**src/rtl/controle_ula_multiciclo.sv**
```systemverilog
`default_nettype none
// ============================================================================
// Module      : controle_ula_multiciclo
// Description : Multicycle control FSM for the RV64I datapath. Fetches,
//               decodes and sequences each instruction. It drives the ULA
//               controls and resolves branches from the ULA compare flags.
//               It also handshakes with instruction and data memory and
//               issues the PC, IR and register-file strobes.
// Revision    : 1.0 - initial release
// ----------------------------------------------------------------------------
// Ports
//   clk                 in   1   rising-edge clock
//   reset               in   1   synchronous, active-high
//   instr               in   32  instruction word, valid with imem_ack
//   imem_req / imem_ack          instruction fetch handshake
//   dmem_req / dmem_ack          data access handshake
//   dmem_we             out  1   1 = store (sd), 0 = load (ld)
//   flag_igual          in   1   ULA dina == dinb
//   flag_menor          in   1   ULA signed dina < dinb
//   flag_maior_igual_u  in   1   ULA unsigned dina >= dinb
//   soma_ou_subtrai     out  2   0 none, 1 add, 2 subtract
//   usa_imm             out  1   ULA operand B = immediate
//   ir_load             out  1   load IR (fetch accepted)
//   pc_load             out  1   update PC
//   pc_sel              out  1   0 PC+4, 1 PC+imm
//   reg_we              out  1   register-file write enable
//   wb_sel              out  2   0 ULA dout, 1 dmem data, 2 PC+4
//   erro                out  1   sticky illegal-instruction / timeout flag
//   estado              out  3   current state code
// ============================================================================
module controle_ula_multiciclo #(
  parameter int TIMEOUT_CICLOS = 16
) (
  input  logic        clk,
  input  logic        reset,
  input  logic [31:0] instr,
  output logic        imem_req,
  input  logic        imem_ack,
  output logic        dmem_req,
  output logic        dmem_we,
  input  logic        dmem_ack,
  input  logic        flag_igual,
  input  logic        flag_menor,
  input  logic        flag_maior_igual_u,
  output logic [1:0]  soma_ou_subtrai,
  output logic        usa_imm,
  output logic        ir_load,
  output logic        pc_load,
  output logic        pc_sel,
  output logic        reg_we,
  output logic [1:0]  wb_sel,
  output logic        erro,
  output logic [2:0]  estado
);

  localparam int CNT_W = $clog2(TIMEOUT_CICLOS);
  localparam logic [CNT_W-1:0] CNT_LAST = CNT_W'(TIMEOUT_CICLOS - 1);

  localparam logic [2:0] S_BUSCA      = 3'd0;
  localparam logic [2:0] S_DECODIFICA = 3'd1;
  localparam logic [2:0] S_EXECUTA    = 3'd2;
  localparam logic [2:0] S_MEMORIA    = 3'd3;
  localparam logic [2:0] S_ESCRITA    = 3'd4;
  localparam logic [2:0] S_ERRO       = 3'd7;

  localparam logic [6:0] OP_REG    = 7'b0110011;
  localparam logic [6:0] OP_IMM    = 7'b0010011;
  localparam logic [6:0] OP_LOAD   = 7'b0000011;
  localparam logic [6:0] OP_STORE  = 7'b0100011;
  localparam logic [6:0] OP_BRANCH = 7'b1100011;
  localparam logic [6:0] OP_JAL    = 7'b1101111;

  logic [2:0]       state_q, state_d;
  logic [31:0]      instr_q, instr_d;
  logic [CNT_W-1:0] cnt_q, cnt_d;

  // --------------------------------------------------------------------------
  // Field decode of the latched instruction
  // --------------------------------------------------------------------------
  logic [6:0] opcode;
  logic [2:0] funct3;
  logic [6:0] funct7;
  logic [4:0] rd;
  logic       is_add, is_sub, is_addi, is_ld, is_sd, is_br, is_jal;
  logic       legal;
  logic       br_taken;
  logic       unused_campos;

  assign opcode = instr_q[6:0];
  assign rd     = instr_q[11:7];
  assign funct3 = instr_q[14:12];
  assign funct7 = instr_q[31:25];

  // Register-source fields are consumed by the datapath, not by control.
  assign unused_campos = ^instr_q[24:15];

  assign is_add  = (opcode == OP_REG) && (funct3 == 3'b000) && (funct7 == 7'b0000000);
  assign is_sub  = (opcode == OP_REG) && (funct3 == 3'b000) && (funct7 == 7'b0100000);
  assign is_addi = (opcode == OP_IMM) && (funct3 == 3'b000);
  assign is_ld   = (opcode == OP_LOAD) && (funct3 == 3'b011);
  assign is_sd   = (opcode == OP_STORE) && (funct3 == 3'b011);
  // funct3 010 and 011 are not branch encodings.
  assign is_br   = (opcode == OP_BRANCH) && (funct3[2:1] != 2'b01);
  assign is_jal  = (opcode == OP_JAL);
  assign legal   = is_add | is_sub | is_addi | is_ld | is_sd | is_br | is_jal;

  always_comb begin
    br_taken = 1'b0;
    case (funct3)
      3'b000:  br_taken = flag_igual;
      3'b001:  br_taken = ~flag_igual;
      3'b100:  br_taken = flag_menor;
      3'b101:  br_taken = ~flag_menor;
      3'b110:  br_taken = ~flag_maior_igual_u;
      3'b111:  br_taken = flag_maior_igual_u;
      default: br_taken = 1'b0;
    endcase
  end

  // --------------------------------------------------------------------------
  // State register
  // --------------------------------------------------------------------------
  always_ff @(posedge clk) begin
    if (reset) begin
      state_q <= S_BUSCA;
      instr_q <= 32'd0;
      cnt_q   <= '0;
    end else begin
      state_q <= state_d;
      instr_q <= instr_d;
      cnt_q   <= cnt_d;
    end
  end

  // --------------------------------------------------------------------------
  // Next-state logic, instruction latch and memory timeout counter.
  // The counter only runs while a request is outstanding; every other state
  // holds it at zero so entry into BUSCA/MEMORIA always starts from zero.
  // --------------------------------------------------------------------------
  always_comb begin
    state_d = state_q;
    instr_d = instr_q;
    cnt_d   = '0;
    case (state_q)
      S_BUSCA: begin
        if (imem_ack) begin
          instr_d = instr;
          state_d = S_DECODIFICA;
        end else if (cnt_q == CNT_LAST) begin
          state_d = S_ERRO;
        end else begin
          cnt_d = cnt_q + CNT_W'(1);
        end
      end
      S_DECODIFICA: begin
        state_d = legal ? S_EXECUTA : S_ERRO;
      end
      S_EXECUTA: begin
        if (is_br) begin
          state_d = S_BUSCA;
        end else if (is_ld || is_sd) begin
          state_d = S_MEMORIA;
        end else begin
          state_d = S_ESCRITA;
        end
      end
      S_MEMORIA: begin
        if (dmem_ack) begin
          state_d = is_sd ? S_BUSCA : S_ESCRITA;
        end else if (cnt_q == CNT_LAST) begin
          state_d = S_ERRO;
        end else begin
          cnt_d = cnt_q + CNT_W'(1);
        end
      end
      S_ESCRITA: begin
        state_d = S_BUSCA;
      end
      S_ERRO: begin
        state_d = S_ERRO;
      end
      default: begin
        state_d = S_ERRO;
      end
    endcase
  end

  // --------------------------------------------------------------------------
  // Output logic. While reset is high the outputs look like an idle BUSCA so
  // that an aborted operation can never emit a late strobe.
  // --------------------------------------------------------------------------
  always_comb begin
    imem_req        = 1'b0;
    ir_load         = 1'b0;
    dmem_req        = 1'b0;
    dmem_we         = 1'b0;
    soma_ou_subtrai = 2'd0;
    usa_imm         = 1'b0;
    pc_load         = 1'b0;
    pc_sel          = 1'b0;
    reg_we          = 1'b0;
    wb_sel          = 2'd0;
    erro            = 1'b0;
    estado          = 3'd0;
    if (reset) begin
      imem_req = 1'b1;
    end else begin
      estado = state_q;
      case (state_q)
        S_BUSCA: begin
          imem_req = 1'b1;
          ir_load  = imem_ack;
        end
        S_EXECUTA: begin
          if (is_add) begin
            soma_ou_subtrai = 2'd1;
          end else if (is_sub) begin
            soma_ou_subtrai = 2'd2;
          end else if (is_addi || is_ld || is_sd) begin
            soma_ou_subtrai = 2'd1;
            usa_imm         = 1'b1;
          end else if (is_br) begin
            soma_ou_subtrai = 2'd2;
            pc_load         = 1'b1;
            pc_sel          = br_taken;
          end
        end
        S_MEMORIA: begin
          soma_ou_subtrai = 2'd1;
          usa_imm         = 1'b1;
          dmem_req        = 1'b1;
          dmem_we         = is_sd;
          // A store completes here; the PC advances with the ack.
          pc_load         = is_sd & dmem_ack;
        end
        S_ESCRITA: begin
          reg_we  = (rd != 5'd0);
          pc_load = 1'b1;
          if (is_ld) begin
            wb_sel = 2'd1;
          end else if (is_jal) begin
            wb_sel = 2'd2;
            pc_sel = 1'b1;
          end
        end
        S_ERRO: begin
          erro = 1'b1;
        end
        default: begin
          erro = 1'b0;
        end
      endcase
    end
  end

endmodule
`default_nettype wire

```
**config.mk**
```make
export PLATFORM = sky130hd
export DESIGN_NAME = controle_ula_multiciclo
export DESIGN_NICKNAME = d
export VERILOG_FILES = /design/src/rtl/controle_ula_multiciclo.sv
export SDC_FILE = /design/constraint.sdc
export NUM_CORES = 1
export LEC_CHECK = 0
export ABC_AREA = 1
export CAP_MARGIN = 40
export CELL_PAD_IN_SITES_DETAIL_PLACEMENT = 0
export CELL_PAD_IN_SITES_GLOBAL_PLACEMENT = 1
export CORE_MARGIN = 2
export CORE_UTILIZATION = 33
export CTS_CLUSTER_DIAMETER = 100
export DETAILED_ROUTE_END_ITERATION = 8
export MAX_ROUTING_LAYER = met4
export PLACE_DENSITY_LB_ADDON = 0.1
export SYNTH_ARGS = -nofsm -noshare
export SYNTH_HDL_FRONTEND = slang
export SYNTH_SLANG_ARGS = --single-unit
```
**constraint.sdc**
```tcl
create_clock -name clk -period 2.8 [get_ports clk]
set_clock_uncertainty 0.15 [all_clocks]
set_input_delay 0.56 -clock clk [delete_from_list [all_inputs] [get_ports clk]]
set_output_delay 0.56 -clock clk [all_outputs]
set_load 0.01 [all_outputs]
```
Word level (Yosys, flattened, before mapping)

Cells that the tools add are included.

Add/subtract/negate cells: 1
Multiply operators: 0
Divide/modulo/power cells: 0
Order comparisons: 0
Equal/unequal tests: 20
Shifts and indexed selects: 0
Mux-type cells: 55
Bitwise gates (word level): 10
Reductions and logical operators: 15

Operator list:

| operator                                                              | count |
|---|---|
| 1-bit two-way mux                                                     | 28 |
| 3-bit two-way mux                                                     | 8 |
| 7-bit by 6-bit equality test with 1-bit output, second input constant | 3 |
| 3-bit equality test, second input constant                            | 6 |
| 2-bit two-way mux                                                     | 9 |
| 3-bit case mux with 5 select lines                                    | 1 |
| 7-bit equality test, second input constant                            | 2 |
| 4-bit two-way mux                                                     | 3 |
| 3-bit by 2-bit equality test with 1-bit output, second input constant | 3 |
| 4-bit case mux with 2 select lines                                    | 1 |
| 7-bit by 2-bit equality test with 1-bit output, second input constant | 1 |
| 7-bit by 5-bit equality test with 1-bit output, second input constant | 1 |
| 1-bit logical AND                                                     | 7 |
| 7-bit logical NOT                                                     | 1 |
| 3-bit by 1-bit equality test with 1-bit output, second input constant | 2 |
| 3-bit logical NOT                                                     | 2 |
| 1-bit bitwise OR                                                      | 6 |
| 1-bit case mux with 6 select lines                                    | 1 |
| 5-bit nonzero test                                                    | 1 |
| 4-bit by 1-bit adder with 4-bit output, second input constant         | 1 |
| 4-bit equality test, second input constant                            | 1 |
| 1-bit case mux with 2 select lines                                    | 2 |
| 2-bit case mux with 2 select lines                                    | 1 |
| 1-bit logical OR                                                      | 3 |
| other kinds (5)                                                       | 7 |

Register bits: 39
Latch bits: 0
RAM bits: 0
Memory bits (read-only): 0
Logic and storage cells: 104
Memories: 0

Longest topological paths before layout

Gate-level depths: netlist of the first run.

Depth in word-level cells: 11
Depth in mapped cells: 10
Depth with buffers taken out: 10

Worst setup path before layout of the first run

OpenSTA, ideal clock, no wires.

Path type: input port to output port
Start point: in reset
End point: out soma_ou_subtrai[1]
Arrival: 1328 ps
Data required time: 2090 ps
Setup slack: 762 ps
Cell stages on the path: 5
Path buffers: 0
Path through: nor2_2 > nand2_1 > nor2_2 > inv_2 > a211oi_1

Longest elaborated chain between the ends: 1

Ends and longest elaborated chain:

| item               | line | source |
|---|---|---|
| start: declaration | 35   | `input logic reset,` |
| 2-bit two-way mux  | 205  | `if (reset) begin` |
| end: declaration   | 45   | `output logic [1:0] soma_ou_subtrai,` |

Every way passes these cells.

Worst setup path after layout of the first run

Start point: in reset
End point: out reg_we

Longest elaborated chain between the ends: 1

Ends and longest elaborated chain:

| item              | line | source |
|---|---|---|
| 1-bit two-way mux | 205  |  |
| end: declaration  | 50   | `output logic reg_we,` |

Every way passes these cells.

==> results.toml, run 1 <==
[status]
status = "completed"

[die]
dieArea_um2 = 5430
start_util = 0.341
rows = 25
fp.dieH_um = 73.7
io_pins = 55
core-area_um2 = 4690
fp.dieW_um = 73.7

[detailed_routing]
route.met3.wl_um = 211
top_layer_used = "met4"
ant_nets = 0
drtPass1Iterations = 4
wire_per_inst_um = 11.4
vias = 1675
routed_via_density = 4.77
drc = 0
drtIter0Drc = 72
drt_wl_total_mm = 4.01
wl_met1_mm = 1.98
wl_met2_mm = 1.74

[timing]
setup_violations = 0
min_period_ns = 2.62
slew_violations = 0
fin_crit_sh = 0.937
hold_ws_ns = 0.302
relSlewSlack = 0.774
timing.fmax_mhz = 381
rsz0062_at_grt = "false"
hold_violations = 0
worstMarginPinSlew_ns = 0.338
final.setup.worst_slack_ns = 0.177

[worst_setup_path]
ff2ff_setup_slack_ns = 1.02
r2r_end = "state_q[0]"
worst-r2r-cell-count = 8
path_class = "in -> out"
arrival_ns = 1.91
endpoint_kind = "output pin"
worstReg2RegStart = "state_q[2]"
required_ns = 2.09
crit_path_max_fanout = 5
startpoint_type = "input pin"

[place]
gp_congestion = 0.864
port_buffers = 44
dp_slack_ns = -0.155
hpwlAfterDp_mm = 3.14
dpl.cell_count = 343

[clocking]
post-cts-setup-buffers = 0
htreeDepth = 2
clock_latency_ns = 0.28
path_clk_slew_ns = 0.07
cts_tree = "done"
cts_buffer_depth = 2
numCtsBuffers = 5
cts_sinks = 29
cts-root-buf = "clkbuf_8"

[global_route]
grt_pass1_vias = 1582
overflow = 0
antenna_found_initial = 0
grt_pass1_wl_mm = 7.05
grt.total_usage = 0.173
grt_max_degree = 33

[synth]
ys_types = 30
synth-seq-cells = 29
syn_nets = 281
yosysWarnings = 0
yosysSeqAreaShare = 0.362
synth.avg_cell_area_um2 = 6.65
synth_area_um2 = 1600
synth_cells = 241

[cells_and_area]
area_delta_synth_final_pct = 42.6
n_antenna_cell = 0
finish.net_count = 336
layout.cells.non_filler = 351
drive_above_1_share = 0.158

[pwr]
leakage_nw = 0.988
ir_worst_vdd_mv = 0.481
power_density_nw_per_um2 = 811
power_mw = 1.85

[worst_hold_path]
hold_path_startpoint = "cnt_q[0]"
min_path_type = "reg -> reg"
min_path_cells = 1
min_to = "cnt_q[0]"

[run]
maxCapViolations = 0
cell usage after synthesis:
cell type | number | share of area
o21ai_1 | 10 | 0.031
buf_4 | 2 | 0.0094
nand2_1 | 48 | 0.11
a21oi_1 | 23 | 0.072
buf_6 | 2 | 0.014
and3_1 | 1 | 0.0039
inv_2 | 5 | 0.012
inv_1 | 21 | 0.049
nor2_2 | 8 | 0.031
o21ai_2 | 3 | 0.016
nand2_4 | 2 | 0.014
nand4_1 | 4 | 0.016
buf_2 | 1 | 0.0031
xor2_1 | 1 | 0.0055
nor2_1 | 33 | 0.077
o21a_1 | 1 | 0.0047
dfxtp_1 | 29 | 0.36
o31ai_1 | 1 | 0.0047
inv_4 | 1 | 0.0039
o21bai_1 | 1 | 0.0047
buf_1 | 1 | 0.0023
a21oi_2 | 3 | 0.016
a21boi_1 | 1 | 0.0047
nor3_1 | 5 | 0.016
ha_1 | 1 | 0.0078
clkbuf_1 | 2 | 0.0047
nand3_1 | 26 | 0.081
a211oi_1 | 2 | 0.0094
o21ai_0 | 2 | 0.0063
nand2_2 | 1 | 0.0039
worst max-delay path, stage by stage:
cell	delay (ns)
dlygate4sd2_1	0.29
nor2_2	0.15
nand2_1	0.10
inv_1	0.13
o31ai_1	0.09
inv_1	0.06
clkdlybuf4s50_1	0.53
cell type report:
type                       instances  area, um^2
multi-input combinational        177         881
timing repair buffer              56         534
sequential                        29         581
inverter                          27         104
fill                             516        2410
clock buffer                       7        86.3
tap                               54        67.6
clock inverter                     1        30.0
flip-flops by register name (all words and copies together), names as in the netlist:
name	count
cnt_q	4
state_q	3
instr_q	22
layer usage:
| layer | track usage | vias to the layer above |
|---|---|---|
| met3 | 0.0398 | 7 |
| met5 | - | - |
| li1 | - | 898 |
| met4 | 0.0606 | 0 |
| met1 | 0.229 | 726 |
| met2 | 0.259 | 44 |
stage by stage:
stage,utilization,area [um^2],TNS [ns]
6_report,0.487,2280,0
5_1_grt,0.487,2280,0
4_1_cts,0.482,2260,0
3_5_place_dp,0.457,2150,-0.511
3_3_place_gp,0.457,2150,-0.478
2_1_floorplan,-,1600,0
power breakdown:
part	switching [mW]	internal [mW]	total [mW]
combinational	0.473	0.310	0.783
clock	0.157	0.290	0.447
sequential	0.0938	0.528	0.622
kinds of logic after synthesis:
family / after synthesis / synth area share
and+or+nand+nor: 128 / 0.355
AOI/OAI and AO/OA: 47 / 0.170
buffers and inverters: 35 / 0.0984
DFF: 29 / 0.363
xor gates and xnor gates: 1 / 0.00547
adders and majority gates: 1 / 0.00781
what timing repair did:
item / in CTS / in global routing
resized for setup: 5 / 7
setup endpoints to repair: 8 / 3
hold buffers: 0 / 0
how the worst max path moves through the flow:
stage / startpoint / to
floorplan: reset / soma_ou_subtrai[1]
global placement: reset / soma_ou_subtrai[1]
detailed placement: reset / soma_ou_subtrai[1]
CTS: instr_q[0] / soma_ou_subtrai[0]
global route: reset / dmem_we
finish: reset / reg_we
layout by cell type, fill, tap and decap left out, types with 4 or more instances in the layout:
master | Yosys | layout
nand3_1 | 26 | 26
nor3_1 | 5 | 5
nand4_1 | 4 | 4
inv_1 | 21 | 21
nor2_1 | 33 | 30
nor2_2 | 8 | 10
clkdlybuf4s50_1 | 0 | 38
a21oi_1 | 23 | 23
clkbuf_8 | 0 | 6
buf_4 | 2 | 12
nand2_1 | 48 | 46
o21ai_1 | 10 | 10
dfxtp_1 | 29 | 29
inv_2 | 5 | 5
No activity file was read; power rests on OpenSTA's default activity.
==> run 2, diff against run 1 <==
CTS_CLUSTER_DIAMETER = unset   (was 100)
==> results of run 2 <==
The final DEF is identical to that of run 1; final timing and power are the same.
==> run 3, diff against run 2 <==
CORE_UTILIZATION = 31   (was 33)
clock period = 2.55 ns   (was 2.8 ns; I/O delays follow)
==> results.toml, run 3 (synthesis results as in run 1) <==
[status]
status = "completed"

[clocking]
numCtsBuffers = 5
post-cts-setup-buffers = 0
path_clk_slew_ns = 0.06
cts_sinks = 29
cts_buffer_depth = 2
htreeDepth = 2
holdBufCountCts = 0
clock_latency_ns = 0.27
cts-root-buf = "clkbuf_8"
cts_tree = "done"

[die]
start_util = 0.318
dieArea_um2 = 5760
core-area_um2 = 5040
io_pins = 55
rows = 26
fp.dieW_um = 75.9
fp.dieH_um = 75.9

[pwr]
power_frac_clock = 0.176
power_density_nw_per_um2 = 845
power.internal_mw = 1.12
pwr-share-comb = 0.468
p_sw_mw = 0.799
ir_worst_vdd_mv = 0.577
swShare = 0.416
leakage_nw = 0.969
p_seq_frac = 0.356

[worst_setup_path]
path_class = "in -> out"
crit_path_max_fanout = 5
endpoint_kind = "output pin"
arrival_ns = 1.80
startpoint_type = "input pin"
required_ns = 1.89

[global_route]
grt.total_usage = 0.159
overflow = 0
antenna_found_initial = 0
grt_pass1_vias = 1522
grt_max_degree = 33
grt_pass1_wl_mm = 6.67

[timing]
slew_violations = 0
min_period_ns = 2.46
relSlewSlack = 0.739
worstMarginPinSlew_ns = 0.389
rsz0062_at_grt = "false"
timing.fmax_mhz = 406
setup_violations = 0
fin_crit_sh = 0.966
hold_ws_ns = 0.302
hold_violations = 0
final.setup.worst_slack_ns = 0.0855

[cells_and_area]
n_antenna_cell = 0
layout.cells.non_filler = 368
finish.net_count = 339
reg_top3 = "instr_q (22), cnt_q (4), state_q (3)"
drive_above_1_share = 0.174
area_delta_synth_final_pct = 41.9
regMostFlops = "instr_q"
mostFrequentLayoutCell = "nand2_1"
largest_reg_flops = 22
final_cell_mix = "nand2_1 (47), clkdlybuf4s50_1 (36), nor2_1 (30)"

[place]
dp_slack_ns = -0.299
dpl.cell_count = 362
port_buffers = 44
hpwlAfterDp_mm = 3.10
gp_congestion = 0.845

[detailed_routing]
ant_nets = 0
drtIter0Drc = 104
routed_via_density = 4.50
drt_wl_total_mm = 4.10
drtPass1Iterations = 4
wire_per_inst_um = 11.1
vias = 1656
drc = 0

[worst_hold_path]
min_path_type = "reg -> reg"

[run]
maxCapViolations = 0
## run 3: routing by layer
layer / vias up / GRT usage / routed length [um]
li1: 900 / - / -
met1: 712 / 0.211 / 2090
met2: 42 / 0.234 / 1770
met3: 2 / 0.0437 / 215
met4: 0 / 0.0468 / 27
met5: - / - / 0
## run 3: area by class of cell
class,count,area (um^2)
flip-flops and latches,29,582
repair buffers,59,547
clock inverters,1,5.00
inverters,27,104
well taps,70,87.6
multi-input cells,177,878
clock buffers,5,68.8
fillers,558,2770
## run 3: path summary, 6_finish.rpt
path	start	endpoint	slack, ns	depth (start not counted)
worst max register to register	state_q[1]	state_q[0]	0.89	8
worst max-delay path	reset	reg_we	0.09	7
worst min-delay path	cnt_q[0]	cnt_q[0]	0.30	1
worst min register to register	cnt_q[0]	cnt_q[0]	0.30	1
## run 3: critical path, stage by stage
cell and delay, ns:
dlygate4sd2_1 0.31, nor2_2 0.16, nand2_2 0.09, inv_2 0.09, o31ai_1 0.07, inv_1 0.06
clkdlybuf4s50_1 0.52
## run 3: what timing repair did
| item | 4_1_cts | 5_1_grt |
|---|---|---|
| resized for setup | 9 | 11 |
| setup endpoints to repair | 12 | 5 |
| pin swaps | 0 | 0 |
## run 3: power groups by stage
stage	Combinational, mW	Sequential [mW]	Clock (mW)
2_1_floorplan	0.650	0.670	0
3_3_place_gp	0.903	0.690	0
3_5_place_dp	0.904	0.691	0
4_1_cts	0.907	0.683	0.353
5_1_grt	1.03	0.700	0.375
6_report	0.899	0.683	0.339
## run 3: stage by stage
step | util | TNS [ns] | instance area, um^2 | total power [mW]
finish | 0.451 | 0 | 2270 | 1.92
floorplan | - | 0 | 1600 | 1.32
global route | 0.451 | 0 | 2270 | 2.10
global placement | 0.434 | -1.95 | 2190 | 1.59
detailed placement | 0.434 | -1.89 | 2190 | 1.59
CTS | 0.449 | 0 | 2260 | 1.94
